$ cat config.mk
export PLATFORM = sky130hd
export DESIGN_NAME = i2s_transmitter_8ch
export DESIGN_NICKNAME = d
export VERILOG_FILES = /design/src/rtl/i2s_transmitter_8ch.sv
export SDC_FILE = /design/constraint.sdc
export NUM_CORES = 1
export LEC_CHECK = 0
export CAP_MARGIN = 20
export CORE_ASPECT_RATIO = 1.1
export CORE_MARGIN = 5
export CORE_UTILIZATION = 40
export DETAILED_ROUTE_END_ITERATION = 7
export GPL_ROUTABILITY_DRIVEN = 0
export PLACE_DENSITY = 0.67
export SYNTH_ARGS = -nofsm -noshare
export SYNTH_HDL_FRONTEND = slang
export SYNTH_SLANG_ARGS = --single-unit
export TNS_END_PERCENT = 10
$ cat constraint.sdc
create_clock -name clk -period 7.5 [get_ports clk]
set_input_delay 0.75 -clock clk [delete_from_list [all_inputs] [get_ports clk]]
set_output_delay 0.75 -clock clk [all_outputs]
set_load 0.03 [all_outputs]
$ cat src/rtl/i2s_transmitter_8ch.sv
// -----------------------------------------------------------------------------
// i2s_transmitter_8ch
//
// Serializes an 8-channel sample stream onto four I2S data lines that share
// one bit clock (bck) and one word clock (lrck). Words arrive channel-ordered
// 0..7 over a ready/enable handshake, are collected in a staging buffer, and
// are moved as a complete set into the frame buffer at each frame boundary.
//
// Ports:
//   clk        system clock
//   reset_n    asynchronous active-low reset
//   run        transmitter enable; low clears all state on the next edge
//   in_data    sample word (sample_width bits)
//   in_enable  upstream has a valid word
//   in_ready   block accepts a word (transfer on in_enable && in_ready)
//   bck        bit clock, bck_div clk cycles per period
//   lrck       word clock, 0 = left half, 1 = right half
//   sdata[k]   channel 2k in the left half, channel 2k+1 in the right half
//   underrun   one-clk pulse when a frame boundary finds < 8 staged words
// -----------------------------------------------------------------------------
module i2s_transmitter_8ch #(
    parameter int sample_width = 24,
    parameter int slot_width   = 32,
    parameter int bck_div      = 4
) (
    input  logic                    clk,
    input  logic                    reset_n,
    input  logic                    run,
    input  logic [sample_width-1:0] in_data,
    input  logic                    in_enable,
    output logic                    in_ready,
    output logic                    bck,
    output logic                    lrck,
    output logic [3:0]              sdata,
    output logic                    underrun
);

    localparam int DIV_W = $clog2(bck_div);
    localparam int BIT_W = $clog2(2 * slot_width);
    localparam int IDX_W = $clog2(sample_width);

    localparam logic [DIV_W-1:0] DIV_LAST = DIV_W'(bck_div - 1);
    localparam logic [DIV_W-1:0] DIV_HALF = DIV_W'(bck_div / 2);
    localparam logic [BIT_W-1:0] BIT_LAST = BIT_W'(2 * slot_width - 1);
    localparam logic [BIT_W-1:0] SLOT     = BIT_W'(slot_width);
    localparam logic [BIT_W-1:0] SAMP     = BIT_W'(sample_width);
    localparam logic [3:0]       FULL     = 4'd8;

    logic [DIV_W-1:0]        div_cnt;
    logic [BIT_W-1:0]        bit_cnt;
    logic [3:0]              count;
    logic [sample_width-1:0] stage [8];
    logic [sample_width-1:0] frame [8];

    logic [DIV_W-1:0] div_nxt;
    logic [BIT_W-1:0] bit_nxt;
    logic [BIT_W-1:0] pos_nxt;
    logic [BIT_W-1:0] diff_nxt;
    logic [IDX_W-1:0] bit_idx;
    logic             half_nxt;
    logic             data_bit;
    logic             fall;
    logic             boundary;
    logic             accept;
    logic [3:0]       count_nxt;
    logic [3:0]       sdata_nxt;

    // Everything for the next fall event is derived from the advanced
    // bit counter, so lrck and sdata move together with the bck fall.
    always_comb begin
        // NOTE: every always_comb output gets a default first so no path
        // leaves a signal unassigned, which would infer a latch.
        div_nxt   = '0;
        bit_nxt   = '0;
        sdata_nxt = '0;
        count_nxt = count;

        fall     = (div_cnt == DIV_LAST);
        boundary = fall && (bit_cnt == BIT_LAST);
        accept   = in_enable && in_ready;

        if (!fall) div_nxt = div_cnt + 1'b1;
        if (bit_cnt != BIT_LAST) bit_nxt = bit_cnt + 1'b1;

        half_nxt = (bit_nxt >= SLOT);
        pos_nxt  = half_nxt ? bit_nxt - SLOT : bit_nxt;
        // Position 0 of each slot is the I2S delay bit; positions past the
        // sample are padding. Both drive 0.
        data_bit = (pos_nxt != '0) && (pos_nxt <= SAMP);
        diff_nxt = SAMP - pos_nxt;
        bit_idx  = diff_nxt[IDX_W-1:0];

        for (int k = 0; k < 4; k++) begin
            if (data_bit) sdata_nxt[k] = frame[{2'(k), half_nxt}][bit_idx];
        end

        // A full buffer is emptied by the boundary load; in_ready is low at
        // count 8, so a load and an accept never coincide.
        if (boundary && (count == FULL)) count_nxt = '0;
        else if (accept)                 count_nxt = count + 4'd1;
    end

    always_ff @(posedge clk or negedge reset_n) begin
        // NOTE: sequential state uses non-blocking assignments so every
        // register samples the pre-edge values, independent of block order.
        if (!reset_n) begin
            div_cnt  <= '0;
            bit_cnt  <= '0;
            count    <= '0;
            bck      <= 1'b0;
            lrck     <= 1'b0;
            sdata    <= '0;
            in_ready <= 1'b0;
            underrun <= 1'b0;
            for (int i = 0; i < 8; i++) frame[i] <= '0;
        end else if (!run) begin
            div_cnt  <= '0;
            bit_cnt  <= '0;
            count    <= '0;
            bck      <= 1'b0;
            lrck     <= 1'b0;
            sdata    <= '0;
            in_ready <= 1'b0;
            underrun <= 1'b0;
            for (int i = 0; i < 8; i++) frame[i] <= '0;
        end else begin
            div_cnt  <= div_nxt;
            bck      <= (div_nxt >= DIV_HALF);
            count    <= count_nxt;
            in_ready <= (count_nxt < FULL);
            // A short buffer plays silence but keeps its words, so the next
            // complete set still starts at channel 0.
            underrun <= boundary && (count != FULL);
            if (fall) begin
                bit_cnt <= bit_nxt;
                lrck    <= half_nxt;
                sdata   <= sdata_nxt;
            end
            if (boundary) begin
                for (int i = 0; i < 8; i++) begin
                    frame[i] <= (count == FULL) ? stage[i] : '0;
                end
            end
        end
    end

    // NOTE: the staging memory has no reset; count alone says which entries
    // are valid, so clearing the data would only add reset fan-out.
    always_ff @(posedge clk) begin
        if (accept) stage[count[2:0]] <= in_data;
    end

endmodule
==> impl_metrics.ini, run 1 <==
[yosys]
ys_ff_latch = 403
ys_seq_area_frac = 0.705
synth-async-reset-ratio = 0.524
syn_avg_cell_area_um2 = 14.0
syn_area_mm2 = 0.0157
synth-edff-count = 192
syn_inst = 1120
yosys.cell_types.count = 59
synthFlopType = dfrtp_1
synth-warning-count = 0
synth_nets = 1152

[run]
cap_violations = 0

[die]
chipHeight_um = 218
design.core.area_mm2 = 0.0390
start_util = 0.402
dieArea_mm2 = 0.0432
rows = 76
die_w_um = 199
io_pins = 36

[cts]
insertion_delay_ns = 0.54
root_buffer = clkbuf_16
cts_setup_buffers = 0
cts_resized = 0
cts_tree = yes
cts_inserted_buffers = 42
htree_levels = 2
clock_sinks = 403
clk_path_buf_depth = 3
ctsHoldBuffers = 0
clkTransAtPathRegs_ns = 0.06

[global_route]
grt_max_degree = 140
antenna_found_initial = 0
grt_usage = 0.174
grt_pass1_wl_um = 58700
grt_overflow = 0
grt_pass1_vias = 9727

[critical_path]
required_ns = 7.94
critPathCaptureType = flop
crit_path_start_kind = flop
worstPathMaxFanout = 41
worstSetupPathType = reg -> reg
cp_data_arrival_time_ns = 4.10

[timing]
finalSetupViolations = 0
slew_headroom = 0.259
period_needed_ns = 3.66
rsz0062_at_grt = no
max_freq_ghz = 0.273
post-route-period-util = 0.489
maxSlewViolCount = 0
hold_violations = 0
tns_ns = 0
timing.hold.ws_ns = 0.363
skew_ns = 0.0173
worst_slew_pin_slew_ns = 1.11

[pwr]
peakVddDrop_mv = 0.145
power_leakage_nw = 6.93
p_per_area_mw_per_mm2 = 258

[final_layout]
multi_input_area_mm2 = 0.00425
diodes = 0
syn_to_final_growth_pct = 14.4
nFillCells = 3458
fin_nets = 1168
final_common_cell = dfrtp_1
drive_gt1_frac = 0.101
layout_common_cells = dfrtp_1, a22o_1, edfxtp_1, nand2_1, nor2_1
seq_area_mm2 = 0.0110

[drt]
ant_nets = 0
drcViolationCount = 0
via_count = 9714
viasPerCell = 5.80
wl_per_cell_um = 22.6
first_iter_violations = 1199
drt-total-wl_um = 37900
firstDrtPassIters = 5

[min_path]
hp-class = in -> async

[placed_design]
dpl.hpwl_um = 22400
io_buffers = 35

[outcome]
status = finished clean
critical path, stage by stage (launching register included):
cell	delay, ns
dfrtp_1	0.50
ha_1	0.42
a21oi_2	0.41
o21ai_2	0.20
nand2_4	0.53
buf_4	0.48
nand2_1	0.11
a32oi_1	0.35
o311ai_1	0.16
and4_1	0.22
a211oi_1	0.16
worst paths after layout:
kind                            slack (ns)                      to  depth (start not counted)                    from
worst max register to register        3.84    sdata[0]$_DFFE_PN0P_                         10  bit_cnt[0]$_DFFE_PN0P_
worst max-delay path                  3.84    sdata[0]$_DFFE_PN0P_                         10  bit_cnt[0]$_DFFE_PN0P_
min in group clk                      0.44    div_cnt[0]$_DFF_PN0_                          1    div_cnt[0]$_DFF_PN0_
worst min-delay path                  0.36  bit_cnt[4]$_DFFE_PN0P_                          1                 reset_n
max in group asynchronous             5.83   frame[74]$_DFFE_PN0P_                          3                 reset_n
worst min register to register        0.44    div_cnt[0]$_DFF_PN0_                          1    div_cnt[0]$_DFF_PN0_
state kept, by name, indices dropped and copies added (netlist names):
signal	count
frame	192
stage	192
bit_cnt	6
count	4
sdata	4
bck	1
div_cnt	1
in_ready	1
lrck	1
underrun	1
area by class of cell:
type                       count  share of cell area
clock inverter                14             0.00816
multi-input combinational    625               0.237
inverter                       6             0.00126
timing repair buffer          58              0.0319
sequential                   403               0.616
clock buffer                  63              0.0709
tap                          507              0.0354
report_power, final:
| group | total, mW | switching, mW | internal [mW] |
|---|---|---|---|
| clock | 2.10 | 0.830 | 1.28 |
| sequential | 2.34 | 0.00698 | 2.34 |
| combinational | 0.188 | 0.140 | 0.0484 |
| total | 4.64 | 0.977 | 3.66 |
kinds of logic (layout without fill, tap and decap cells):
logic type      Yosys count  in the layout  share of synthesized area
compound gates          310            310                      0.160
xor+xnor                 10             10                    0.00559
fa+ha+maj                 4              4                    0.00319
buf+inv                  92            141                     0.0285
flops                   403            403                      0.705
mux                      16             16                     0.0118
simple gates            285            285                     0.0863
Yosys cell counts, types with 4 or more instances:
master | number | area share
nor3b_1 | 5 | 0.0024
clkbuf_1 | 39 | 0.0093
nand2_1 | 114 | 0.027
inv_1 | 5 | 0.0012
a211oi_1 | 5 | 0.0024
a32oi_1 | 6 | 0.0034
nand3_1 | 42 | 0.013
nand3b_1 | 4 | 0.0019
ha_1 | 4 | 0.0032
o21ai_1 | 4 | 0.0013
a22o_1 | 192 | 0.11
xor2_1 | 4 | 0.0022
mux2i_1 | 14 | 0.0089
nor3_1 | 18 | 0.0057
a31oi_1 | 19 | 0.0076
buf_2 | 36 | 0.011
xnor2_1 | 6 | 0.0034
and2_1 | 5 | 0.0020
nor2b_1 | 5 | 0.0020
o21ai_0 | 23 | 0.0073
buf_4 | 5 | 0.0024
nand4_1 | 16 | 0.0064
buf_6 | 5 | 0.0036
and3_1 | 4 | 0.0016
a311o_1 | 4 | 0.0026
dfrtp_1 | 211 | 0.34
a21oi_1 | 14 | 0.0045
a2111oi_0 | 4 | 0.0022
nor2_1 | 52 | 0.012
o21a_1 | 5 | 0.0024
edfxtp_1 | 192 | 0.37
a21boi_0 | 4 | 0.0019
a21o_1 | 4 | 0.0019
metrics by stage:
stage	power, mW	cell area, µm²	setup slack, ns	cells	utilization
global placement	2.57	16500	3.80	1596	0.422
floorplan	2.47	15700	3.53	1120	-
finish	4.64	17900	3.84	1676	0.460
detailed placement	2.57	16500	3.69	1597	0.423
CTS	4.67	17900	3.66	1674	0.459
global route	4.78	17900	3.61	1676	0.460
layer usage:
| metal | wire length [µm] | up-vias | global-route usage |
|---|---|---|---|
| met2 | 18100 | 357 | 0.277 |
| met5 | 0 | - | 0 |
| met4 | 1080 | 0 | 0.0543 |
| li1 | - | 4310 | - |
| met3 | 2460 | 64 | 0.0306 |
| met1 | 16200 | 4983 | 0.245 |
No activity file was read; power rests on OpenSTA's default activity.
==> run 2: changes to the inputs <==
PLACE_DENSITY = 0.7   (was 0.67)
clock period = 2.99 ns   (was 7.5 ns; I/O delays follow)
==> run 2 against run 1 <==
Global-route usage decreased by 0.37 points. Highest routed layer unchanged. Via count decreased by 0.27%. Flip-flop and latch count unchanged. Power increased by 140%. Maximum frequency increased by 33%. Worst setup slack got worse by 3.6 ns. Combinational power increased to 2.6 times the previous value.
==> impl_metrics.ini, run 2 (synthesis gave the netlist of run 1 again) <==
[outcome]
status = finished clean

[timing]
post-route-period-util = 0.923
max_freq_ghz = 0.362
skew_ns = 0.0196
rsz0062_at_grt = no
slew_headroom = 0.594
period_needed_ns = 2.76
hold_violations = 0
worst_slack_ns = 0.229
worst_slew_pin_slew_ns = 0.606
maxSlewViolCount = 0
finalSetupViolations = 0

[cts]
cts_inserted_buffers = 41
cts_setup_buffers = 0
root_buffer = clkbuf_16
clkTransAtPathRegs_ns = 0.06
cts_tree = yes
clock_sinks = 403
insertion_delay_ns = 0.53
clk_path_buf_depth = 3
htree_levels = 2

[drt]
drcViolationCount = 0
firstDrtPassIters = 6
viasPerCell = 5.72
wl_per_cell_um = 21.6
ant_nets = 0
via_count = 9688
drt-total-wl_um = 36500
first_iter_violations = 984

[global_route]
grt_overflow = 0
grt_pass1_wl_um = 57700
grt_max_degree = 99
grt_usage = 0.170
antenna_found_initial = 0
grt_pass1_vias = 9911

[min_path]
hp-class = in -> async

[critical_path]
cp_data_arrival_time_ns = 3.18
required_ns = 3.41
worstPathMaxFanout = 23
slowest_stage = dfrtp_1
crit_path_start_kind = flop
max_stage_delay_ns = 0.39
cp_common_cell = buf_4
cp_cell_sequence = buf_4 -> buf_4 -> inv_1 -> or3_1 -> xor2_1 -> buf_4 -> a311oi_1 -> nand3_1 -> and4_1 -> a211oi_1
critPathCaptureType = flop
worstSetupPathType = reg -> reg

[final_layout]
drive_gt1_frac = 0.113
layout_common_cells = dfrtp_1, a22o_1, edfxtp_1, nand2_1, nor2_1
syn_to_final_growth_pct = 15.6
post_layout_nonfiller_instances = 1695
fin_util = 0.465
final_common_cell = dfrtp_1
diodes = 0
fin_nets = 1190

[die]
start_util = 0.402
rows = 76
die_w_um = 199
chipHeight_um = 218
io_pins = 36
design.core.area_mm2 = 0.0390
dieArea_mm2 = 0.0432

[pwr]
peakVddDrop_mv = 0.345
power_leakage_nw = 7.01
p_per_area_mw_per_mm2 = 624

[placed_design]
numPlacedInstances = 1621
dpl.hpwl_um = 22300
io_buffers = 35
pre_cts_ws_ns = 0.171

[run]
cap_violations = 0
## run 2: path summary, 6_finish.rpt
kind	from	end	slack, ns	depth (start not counted)
hold reg to reg	div_cnt[0]$_DFF_PN0_	div_cnt[0]$_DFF_PN0_	0.43	1
max in group asynchronous	reset_n	frame[168]$_DFFE_PN0P_	1.81	3
min in group clk	div_cnt[0]$_DFF_PN0_	div_cnt[0]$_DFF_PN0_	0.43	1
setup / recovery	bit_cnt[2]$_DFFE_PN0P_	sdata[0]$_DFFE_PN0P_	0.23	10
hold / removal	reset_n	frame[14]$_DFFE_PN0P_	0.31	2
setup reg to reg	bit_cnt[2]$_DFFE_PN0P_	sdata[0]$_DFFE_PN0P_	0.23	10
## run 2: cell type report
| class | instances | area [µm²] |
|---|---|---|
| clock inverter | 15 | 128 |
| clock buffer | 58 | 1180 |
| tap | 507 | 634 |
| timing repair buffer | 81 | 840 |
| sequential | 403 | 11000 |
| inverter | 6 | 22.5 |
| fill | 3393 | 20900 |
| multi-input combinational | 625 | 4260 |
## run 2: metal layers
metal	share of wire	global-route usage
met2	0.48	0.272
met3	0.067	0.0337
met5	0	0
met1	0.42	0.235
met4	0.033	0.0561
## run 2: report_power, final
group	internal, mW	leakage [nW]	switching, mW
registers	5.86	4.68	0.0170
clock network	2.93	0.647	2.00
logic	0.145	1.69	0.351
total	8.93	7.01	2.37
## run 2: through the flow
| stage | hold WS [ns] | total power, mW | area (µm²) | TNS, ns |
|---|---|---|---|---|
| after floorplan | 0.00341 | 6.20 | 15700 | -29.28 |
| after global placement | 0.309 | 6.47 | 16800 | 0 |
| after detailed placement | 0.308 | 6.48 | 16800 | 0 |
| after CTS | 0.334 | 11.4 | 18100 | 0 |
| after global routing | 0.373 | 11.7 | 18100 | 0 |
| final | 0.314 | 11.3 | 18100 | 0 |
## run 2: worst max-delay path, delay by kind of cell (launching register included)
family                    cells  cell delay, ns
AOI/OAI and AO/OA             2            0.48
xor gates and xnor gates      1            0.20
DFF                           1            0.39
and+or+nand+nor               3            0.74
buffers and inverters         4            0.86
## run 2: repair_timing
item                                   4_1_cts  5_1_grt
endpoints found under the hold margin       54        0
resized for setup                            0        2
hold buffers                                 1        0
setup endpoints to repair                    0        3
==> run 3: changes to the inputs <==
CELL_PAD_IN_SITES_DETAIL_PLACEMENT = 1   (was default)
CELL_PAD_IN_SITES_GLOBAL_PLACEMENT = 2   (was default)
PLACE_DENSITY = 0.87   (was 0.7)
==> run 3 against run 2 <==
Sequential share of layout area is 0.60 points lower. Register-to-register slack worse by 0.06 ns. Die area unchanged. Final area is 0.99% higher. Critical endpoint is now sdata[3]$_DFFE_PN0P_. Clock-buffer cell count down 8. Core utilization rose by 0.46 points.
==> impl_metrics.ini, run 3 (synthesis gave the netlist of run 1 again) <==
[drt]
first_iter_violations = 840
wl_per_cell_um = 25.1
firstDrtPassIters = 5
via_count = 9991
ant_nets = 0
drt-total-wl_um = 42900
viasPerCell = 5.84
drcViolationCount = 0

[cts]
cts_inserted_buffers = 41
htree_levels = 2
cts_tree = yes
clkTransAtPathRegs_ns = 0.07
root_buffer = clkbuf_16
clock_sinks = 403
clk_path_buf_depth = 3
insertion_delay_ns = 0.56

[critical_path]
slowest_stage = dfrtp_1
cp_common_cell = buf_4
startpoint = bit_cnt[4]$_DFFE_PN0P_
critPathCaptureType = flop
max_stage_delay_ns = 0.59
cp_data_arrival_time_ns = 3.31
crit_path_start_kind = flop
timing.rr.start = bit_cnt[4]$_DFFE_PN0P_
required_ns = 3.48
cp_cell_sequence = nand3_4 -> or3_1 -> nand2_4 -> buf_4 -> buf_4 -> nand2_1 -> a32oi_1 -> nand4_1 -> a31oi_1 -> a32o_1
worstSetupPathType = reg -> reg
worstPathMaxFanout = 16

[pwr]
seq_power_share = 0.496
p_sw_frac = 0.218
power_leakage_nw = 7.13
intPower_mw = 9.26
peakVddDrop_mv = 0.486
power_frac_comb = 0.044
clkPwrFrac = 0.460
p_switching_mw = 2.58
p_per_area_mw_per_mm2 = 647
power_mw = 11.8

[placed_design]
pre_cts_ws_ns = 0.191
postPlaceCellArea_mm2 = 0.0168
dpl.hpwl_um = 26100
numPlacedInstances = 1634
io_buffers = 35

[global_route]
grt_pass1_vias = 11000
grt_pass1_wl_um = 67400
antenna_found_initial = 1
grt_overflow = 0
grt_usage = 0.201
grt_max_degree = 74

[timing]
maxSlewViolCount = 0
post-route-period-util = 0.942
rsz0062_at_grt = no
period_needed_ns = 2.82
tns_ns = 0
skew_ns = 0.0259
max_freq_ghz = 0.355
worst_slack_ns = 0.174
timing.hold.ws_ns = 0.332
worst_slew_pin_slew_ns = 0.683
hold_violations = 0
slew_headroom = 0.539
finalSetupViolations = 0

[final_layout]
syn_to_final_growth_pct = 16.7
fin_util = 0.469
post_layout_nonfiller_instances = 1711
diodes = 0
layout_common_cells = dfrtp_1, a22o_1, edfxtp_1, nand2_1
stdcell_area_mm2 = 0.0183
final_common_cell = dfrtp_1
drive_gt1_frac = 0.130
fin_nets = 1203

[die]
io_pins = 36
rows = 76
design.core.area_mm2 = 0.0390
dieArea_mm2 = 0.0432
chipHeight_um = 218
start_util = 0.402
die_w_um = 199

[outcome]
status = finished clean

[min_path]
hp-class = in -> async

[run]
cap_violations = 0
## run 3: changes by cell type in the layout (fill, tap and decap cells not counted)
cell        change
buf_4          +16
clkbuf_1        -8
bufinv_16       +4
buf_12          -3
clkinv_2        +3
clkinvlp_4      +3
a2111oi_0       -2
a2111oi_1       +2
a32oi_1         +1
a32oi_2         -1
clkbuf_16       -1
clkbuf_8        +1
inv_6           +1
## run 3: critical path, delay by kind of cell, from the launching register on
| family | cells | cell delay [ns] |
|---|---|---|
| compound gates | 3 | 0.70 |
| flops | 1 | 0.59 |
| buf+inv | 2 | 0.40 |
| simple gates | 5 | 1.05 |
## run 3: worst paths after layout
check | endpoint | slack, ns | depth (start not counted)
setup / recovery | sdata[3]$_DFFE_PN0P_ | 0.17 | 10
max in group asynchronous | frame[98]$_DFFE_PN0P_ | 1.78 | 3
hold / removal | underrun$_DFF_PN0_ | 0.33 | 2
hold reg to reg | div_cnt[0]$_DFF_PN0_ | 0.43 | 1
setup reg to reg | sdata[3]$_DFFE_PN0P_ | 0.17 | 10
min in group clk | div_cnt[0]$_DFF_PN0_ | 0.43 | 1
## run 3: power groups by stage
| stage | Combinational (mW) | Clock [mW] | Sequential [mW] |
|---|---|---|---|
| 5_1_grt | 0.563 | 5.80 | 5.87 |
| 2_1_floorplan | 0.217 | 0 | 5.99 |
| 3_5_place_dp | 0.517 | 0 | 5.99 |
| 4_1_cts | 0.526 | 5.54 | 5.87 |
| 3_3_place_gp | 0.504 | 0 | 5.98 |
| 6_report | 0.518 | 5.44 | 5.87 |
## run 3: metal layers
metal / GRT usage / share of wire / up-vias
met2: 0.345 / 0.51 / 257
met3: 0.0298 / 0.045 / 87
met4: 0.0593 / 0.028 / 2
met5: 0 / 0.00030 / -
li1: - / - / 4370
met1: 0.267 / 0.42 / 5275
## run 3: final cells by class
cell class	instances	area, µm²
multi-input combinational	625	4260
timing repair buffer	94	900
clock inverter	26	294
sequential	403	11000
inverter	6	22.5
tap	507	634
fill	3867	20700
clock buffer	50	1140
## run 3: what timing repair did
action,4_1_cts,5_1_grt
endpoints found under the hold margin,71,0
buffers inserted,0,0
hold buffers,1,0
endpoints found under the setup margin,0,2
resized for setup,0,3
==> variant 1: new RTL, flow settings as in run 2 <==
Put one more register stage on the output `underrun`, cleared by the reset. The value now appears one clock later. The other outputs are not delayed to match.
--- a/src/rtl/i2s_transmitter_8ch.sv
+++ b/src/rtl/i2s_transmitter_8ch.sv
@@ -45,6 +45,8 @@
     localparam logic [BIT_W-1:0] SLOT     = BIT_W'(slot_width);
     localparam logic [BIT_W-1:0] SAMP     = BIT_W'(sample_width);
     localparam logic [3:0]       FULL     = 4'd8;
+
+    logic underrun_s0;
 
     logic [DIV_W-1:0]        div_cnt;
     logic [BIT_W-1:0]        bit_cnt;
@@ -111,7 +113,7 @@
             lrck     <= 1'b0;
             sdata    <= '0;
             in_ready <= 1'b0;
-            underrun <= 1'b0;
+            underrun_s0 <= 1'b0;
             for (int i = 0; i < 8; i++) frame[i] <= '0;
         end else if (!run) begin
             div_cnt  <= '0;
@@ -121,7 +123,7 @@
             lrck     <= 1'b0;
             sdata    <= '0;
             in_ready <= 1'b0;
-            underrun <= 1'b0;
+            underrun_s0 <= 1'b0;
             for (int i = 0; i < 8; i++) frame[i] <= '0;
         end else begin
             div_cnt  <= div_nxt;
@@ -130,7 +132,7 @@
             in_ready <= (count_nxt < FULL);
             // A short buffer plays silence but keeps its words, so the next
             // complete set still starts at channel 0.
-            underrun <= boundary && (count != FULL);
+            underrun_s0 <= boundary && (count != FULL);
             if (fall) begin
                 bit_cnt <= bit_nxt;
                 lrck    <= half_nxt;
@@ -150,4 +152,12 @@
         if (accept) stage[count[2:0]] <= in_data;
     end
 
+    always_ff @(posedge clk or negedge reset_n) begin
+        if (!reset_n) begin
+            underrun <= '0;
+        end else begin
+            underrun <= underrun_s0;
+        end
+    end
+
 endmodule
Check against the original RTL: same outputs for any inputs over 10 cycles, from zero or initial values and one cycle with reset_n low; that may be too few to reach the edited logic, so the function may still have changed.
==> variant 1 against run 2 <==
Area after synthesis decreased by 2.0%. Synthesized cell count shrank 4.1%. Sequential cell count rose by 1. Wire length decreased by 0.47%. Power shrank 1.8%. Hold slack improved by 0.036 ns. Via count is 3.1% lower. Non-clock buffer count rose by 3. Critical path depth did not move. First-iteration DRC count shrank 8.7%. Core utilization is 0.23 points higher. Clock skew decreased by 0.0083 ns. Final area down 1.8%. Setup slack lost 0.039 ns. Critical path type unchanged.
==> variant 1: results (changes against run 2) <==
muxShareOfSynthArea: 0.0210  # +0.00920
io_buffer_count: 35  # unchanged
synth-compound-area-share: 0.144  # -0.0155
grt_pass1_wl_um: 57500  # -0.42%
synth.top_cells.by_count: "212 x dfrtp_1, 193 x a22o_1, 192 x edfxtp_1"
yosysSeqAreaShare: 0.721  # +0.0159
drive_above_1_share: 0.113  # about the same
htreeDepth: 2  # unchanged
fin_cells: 1653  # -2.5%
cp_max_fo: 16  # -30%
hold_path_depth: 0
r2r_cells: 10  # unchanged
r2r_slack_ns: 0.19  # -0.04 ns
drt.antenna.violating_nets: 0  # unchanged
synthXorXnorAreaFrac: 0.00399  # -0.00160
syn_avg_cell_area_sq_um: 14.3  # +2.2%
max_clock_freq_ghz: 0.357  # -1.4%
worst_slew_pin_slew_ns: 0.737  # +0.130 ns
ir_worst_vdd_uv: 272  # -21%
cp_slowest_stage_delay_ns: 0.46  # +0.07 ns
min_path_type: "reg2reg"
dp_slack_ns: 0.161  # -0.00980 ns
diodes: 0  # unchanged
hold_path_startpoint: "underrun_s0$_DFF_PN0_"
dp_hpwl_um: 22100  # -0.92%
synth_area_leaders: "edfxtp_1 38%, dfrtp_1 35%, a22o_1 11%"
numCtsBuffers: 39  # -4.9%
worstPathArrival_ns: 3.22  # +0.04 ns
nets: 1154  # -3.0%
r2r_end: "sdata[2]$_DFFE_PN0P_"
ys_types: 53  # -10%
synth_edf_count: 192  # unchanged
p_leak_nw: 6.92  # -1.3%
finalClockSkew_ns: 0.0113  # -0.00826 ns
gr-usage-all-layers: 0.171  # +0.00127
grt_max_degree: 126  # +27%
path_clk_slew_ns: 0.06  # about the same
antenna_found_initial: 0  # unchanged
dp.cells: 1580  # -2.5%
fillCellCount: 3325  # -2.0%
cpLargestDelayFamily: "simple AND/OR/NAND/NOR gates"
async_flop_share: 0.525  # +0.00118
firstDrtPassIters: 5  # -1
syn_nets: 1106  # -4.0%
cts_root_buf: "clkbuf_16"
synthAdderAreaFrac: 0.00326  # +0.0000645
status: "finished clean"
drt_iter0_markers: 898  # -8.7%
place_area_sq_mm: 0.0166  # -1.4%
via_per_inst: 5.68  # -0.62%
timing.rr.start: "bit_cnt[1]$_DFFE_PN0P_"
routed_wirelength_um: 36400  # -0.47%
grt_pass1_vias: 9529  # -3.9%
[variant 1: changes by cell type after synthesis, sizes merged, moves of 15 or more]
cell and change:
mux2i +16, nor2 -25, nand3 +19, nand2 +26, buf -18, nor3 -15
[variant 1: kinds of logic after synthesis]
| logic type | count (synthesis) |
|---|---|
| flip-flops | 404 |
| XOR/XNOR | 7 |
| AND/OR/NAND/NOR | 279 |
| adder cells (fa/ha/maj) | 4 |
| multiplexers | 32 |
| buffers and inverters | 80 |
| AO/OA/AOI/OAI | 268 |
[variant 1: final cells by class]
type | count | area, sq um | share of cell area
clock buffer | 49 | 1040 | 0.0587
clock inverter | 23 | 180 | 0.0101
inverter | 3 | 11.3 | 0.000633
multi-input combinational | 590 | 4000 | 0.225
sequential | 404 | 11100 | 0.622
tap | 500 | 626 | 0.0352
timing repair buffer | 84 | 862 | 0.0484
[variant 1: what timing repair did]
action / CTS / global route
buffers inserted: 0 / 0
endpoints found under the hold margin: 78 / 0
setup endpoints to repair: 0 / 1
hold buffers: 1 / 0
gates resized for setup: 0 / 1
[variant 1: how the worst max path moves through the flow]
stage                      startpoint                     to  cells after the start
3_5_place_dp   bit_cnt[1]$_DFFE_PN0P_   sdata[2]$_DFFE_PN0P_                     11
6_report       bit_cnt[1]$_DFFE_PN0P_   sdata[2]$_DFFE_PN0P_                     10
2_1_floorplan      in_ready$_DFF_PN0_  stage[4][0]$_DFFE_PP_                      2
3_3_place_gp   bit_cnt[2]$_DFFE_PN0P_   sdata[3]$_DFFE_PN0P_                      9
4_1_cts        bit_cnt[1]$_DFFE_PN0P_   sdata[2]$_DFFE_PN0P_                     11
5_1_grt        bit_cnt[2]$_DFFE_PN0P_   sdata[2]$_DFFE_PN0P_                      8
[variant 1: through the flow]
| step | hold WS (ns) | power [W] |
|---|---|---|
| finish | 0.350 | 0.0111 |
| floorplan | 0.00341 | 0.00620 |
| detailed placement | 0.338 | 0.00647 |
| global route | 0.368 | 0.0115 |
| CTS | 0.352 | 0.0112 |
| global placement | 0.334 | 0.00646 |
[variant 1: metal layers]
metal,GRT usage,routed length [um],up-vias,part of all wire
met5,0,0,-,0
met4,0.0522,1020,0,0.028
met3,0.0289,2160,78,0.059
met2,0.273,17300,299,0.48
met1,0.244,15900,4829,0.44
li1,-,-,4183,-
[variant 1: where the power goes]
part / switching (W) / leakage [nW] / internal (W)
clock: 0.00207 / 0.594 / 0.00267
sequential: 0.0000167 / 4.69 / 0.00587
combinational: 0.000326 / 1.63 / 0.000144
==> variant 2: new RTL, flow settings as in run 2 <==
Made on the original files. The parameter `slot_width` goes from 32 to 64.
--- a/src/rtl/i2s_transmitter_8ch.sv
+++ b/src/rtl/i2s_transmitter_8ch.sv
@@ -20,7 +20,7 @@
 // -----------------------------------------------------------------------------
 module i2s_transmitter_8ch #(
     parameter int sample_width = 24,
-    parameter int slot_width   = 32,
+    parameter int slot_width   = 64,
     parameter int bck_div      = 4
 ) (
     input  logic                    clk,
Function: no difference found for any inputs over 4 cycles, from zero or initial values and one cycle with reset_n low; that may be too few to reach the edited logic, so the function may still have changed.
==> variant 2 against run 2 <==
Area after synthesis rose by 4.7%. Largest power group unchanged. Final area up 4.7%. Setup slack lost 0.058 ns. Power grew 1.1%. Wire length is 24% higher. Sequential cell count rose by 1. Final cell count up 2.8%. Die area is 4.4% higher. Critical endpoint is now sdata[2]$_DFFE_PN0P_. Largest cell class unchanged. Synthesized cell count up 1.8%.
==> variant 2: results (changes against run 2) <==
status: "finished clean"
cp_max_fo: 8  # -65%
yosysSeqAreaShare: 0.675  # -0.0299
ir_worst_vdd_uv: 371  # +7.6%
grt_pass1_wl_um: 69400  # +20%
drive_above_1_share: 0.139  # +0.0262
p_leak_nw: 7.56  # +7.9%
ys_types: 83  # +41%
r2r_cells: 9  # -1
async_flop_share: 0.525  # +0.00118
timing.rr.start: "bit_cnt[0]$_DFFE_PN0P_"
drt_iter0_markers: 1474  # +50%
yosys_warnings: 0  # unchanged
via_per_inst: 6.28  # +9.9%
min_path_type: "in2async"
dp_hpwl_um: 29500  # +32%
hold_ws_ns: 0.345  # +0.0312 ns
synth_top_flop_cell: "dfrtp_1"
worst_slew_pin_slew_ns: 0.712  # +0.106 ns
diodes: 0  # unchanged
path_clk_slew_ns: 0.07
finalClockSkew_ns: 0.0178  # -0.00172 ns
dp.cells: 1666  # +2.8%
synthesis.instances: 1140  # +1.8%
r2r_slack_ns: 0.17  # -0.06 ns
cts.path.max_buffers: 3  # unchanged
r2r_end: "sdata[2]$_DFFE_PN0P_"
firstDrtPassIters: 7  # +1
worstPathArrival_ns: 3.26  # +0.08 ns
synth_area_leaders: "edfxtp_1 35%, dfrtp_1 32%, a22o_1 10%"
nets: 1230  # +3.4%
routed_wirelength_um: 45200  # +24%
synth.top_cells.by_count: "212 x dfrtp_1, 192 x a22o_1, 192 x edfxtp_1"
clock_latency_ns: 0.55  # +0.02 ns
gr-usage-all-layers: 0.197  # +0.0269
wire_per_inst_um: 25.9  # +20%
grt_pass1_vias: 10800  # +9.1%
grt_max_degree: 100  # +1.0%
dp_slack_ns: 0.0702  # -0.100 ns
io_buffer_count: 35  # unchanged
==> variant 2: report_power, final <==
group	switching (W)	internal [W]	total, W
clock network	0.00209	0.00296	0.00504
logic	0.000343	0.000160	0.000503
registers	0.0000165	0.00587	0.00589
==> variant 2: layout make-up <==
class	instances	area [sq um]
well taps	513	642
clock buffers	64	1200
inverters	8	30.0
flip-flops and latches	404	11100
multi-input cells	640	4930
fillers	3446	21400
clock inverters	12	121
repair buffers	102	961
==> variant 2: repair_timing <==
action                                 in CTS  in global routing
setup endpoints to repair                   0                  3
resized for setup                           0                  4
hold buffers                                1                  0
endpoints found under the hold margin      75                  0
==> variant 2: worst max-delay path by stage <==
| stage | start | endpoint | slack, ns | depth (start not counted) |
|---|---|---|---|---|
| finish | bit_cnt[0]$_DFFE_PN0P_ | sdata[2]$_DFFE_PN0P_ | 0.17 | 9 |
| global route | bit_cnt[1]$_DFFE_PN0P_ | sdata[3]$_DFFE_PN0P_ | 0.02 | 9 |
| CTS | bit_cnt[0]$_DFFE_PN0P_ | sdata[3]$_DFFE_PN0P_ | 0.05 | 9 |
| detailed placement | bit_cnt[0]$_DFFE_PN0P_ | sdata[3]$_DFFE_PN0P_ | 0.07 | 9 |
| global placement | bit_cnt[0]$_DFFE_PN0P_ | sdata[3]$_DFFE_PN0P_ | 0.04 | 9 |
| floorplan | in_ready$_DFF_PN0_ | stage[0][0]$_DFFE_PP_ | -0.59 | 2 |
==> variant 2: worst max-delay path, stage by stage, from the launching register on <==
cell,delay (ns)
dfrtp_1,0.41
ha_4,0.21
and4_2,0.31
buf_4,0.19
nand4_1,0.32
a2bb2oi_1,0.27
a21oi_1,0.10
a2111oi_0,0.49
a311oi_1,0.13
o31ai_1,0.26
==> variant 2: cells by family after synthesis <==
logic type,synth area share
AOI/OAI and AO/OA,0.189
xor gates and xnor gates,0.00587
adders and majority gates,0.00381
buffers and inverters,0.0294
DFF,0.675
muxes,0.0295
and+or+nand+nor,0.0674
==> variant 2: layer usage <==
layer,part of all wire,vias to the layer above,GRT usage
met4,0.039,0,0.0677
met3,0.081,153,0.0350
met2,0.47,600,0.311
li1,-,4653,-
met1,0.41,5541,0.278
met5,0,-,0
==> variant 2: through the flow <==
step,area [sq um],power (W),setup TNS (ns)
4_1_cts,18900,0.0115,0
6_report,19000,0.0114,0
3_3_place_gp,17600,0.00648,0
3_5_place_dp,17600,0.00649,0
5_1_grt,19000,0.0118,0
2_1_floorplan,16400,0.00622,-29.28
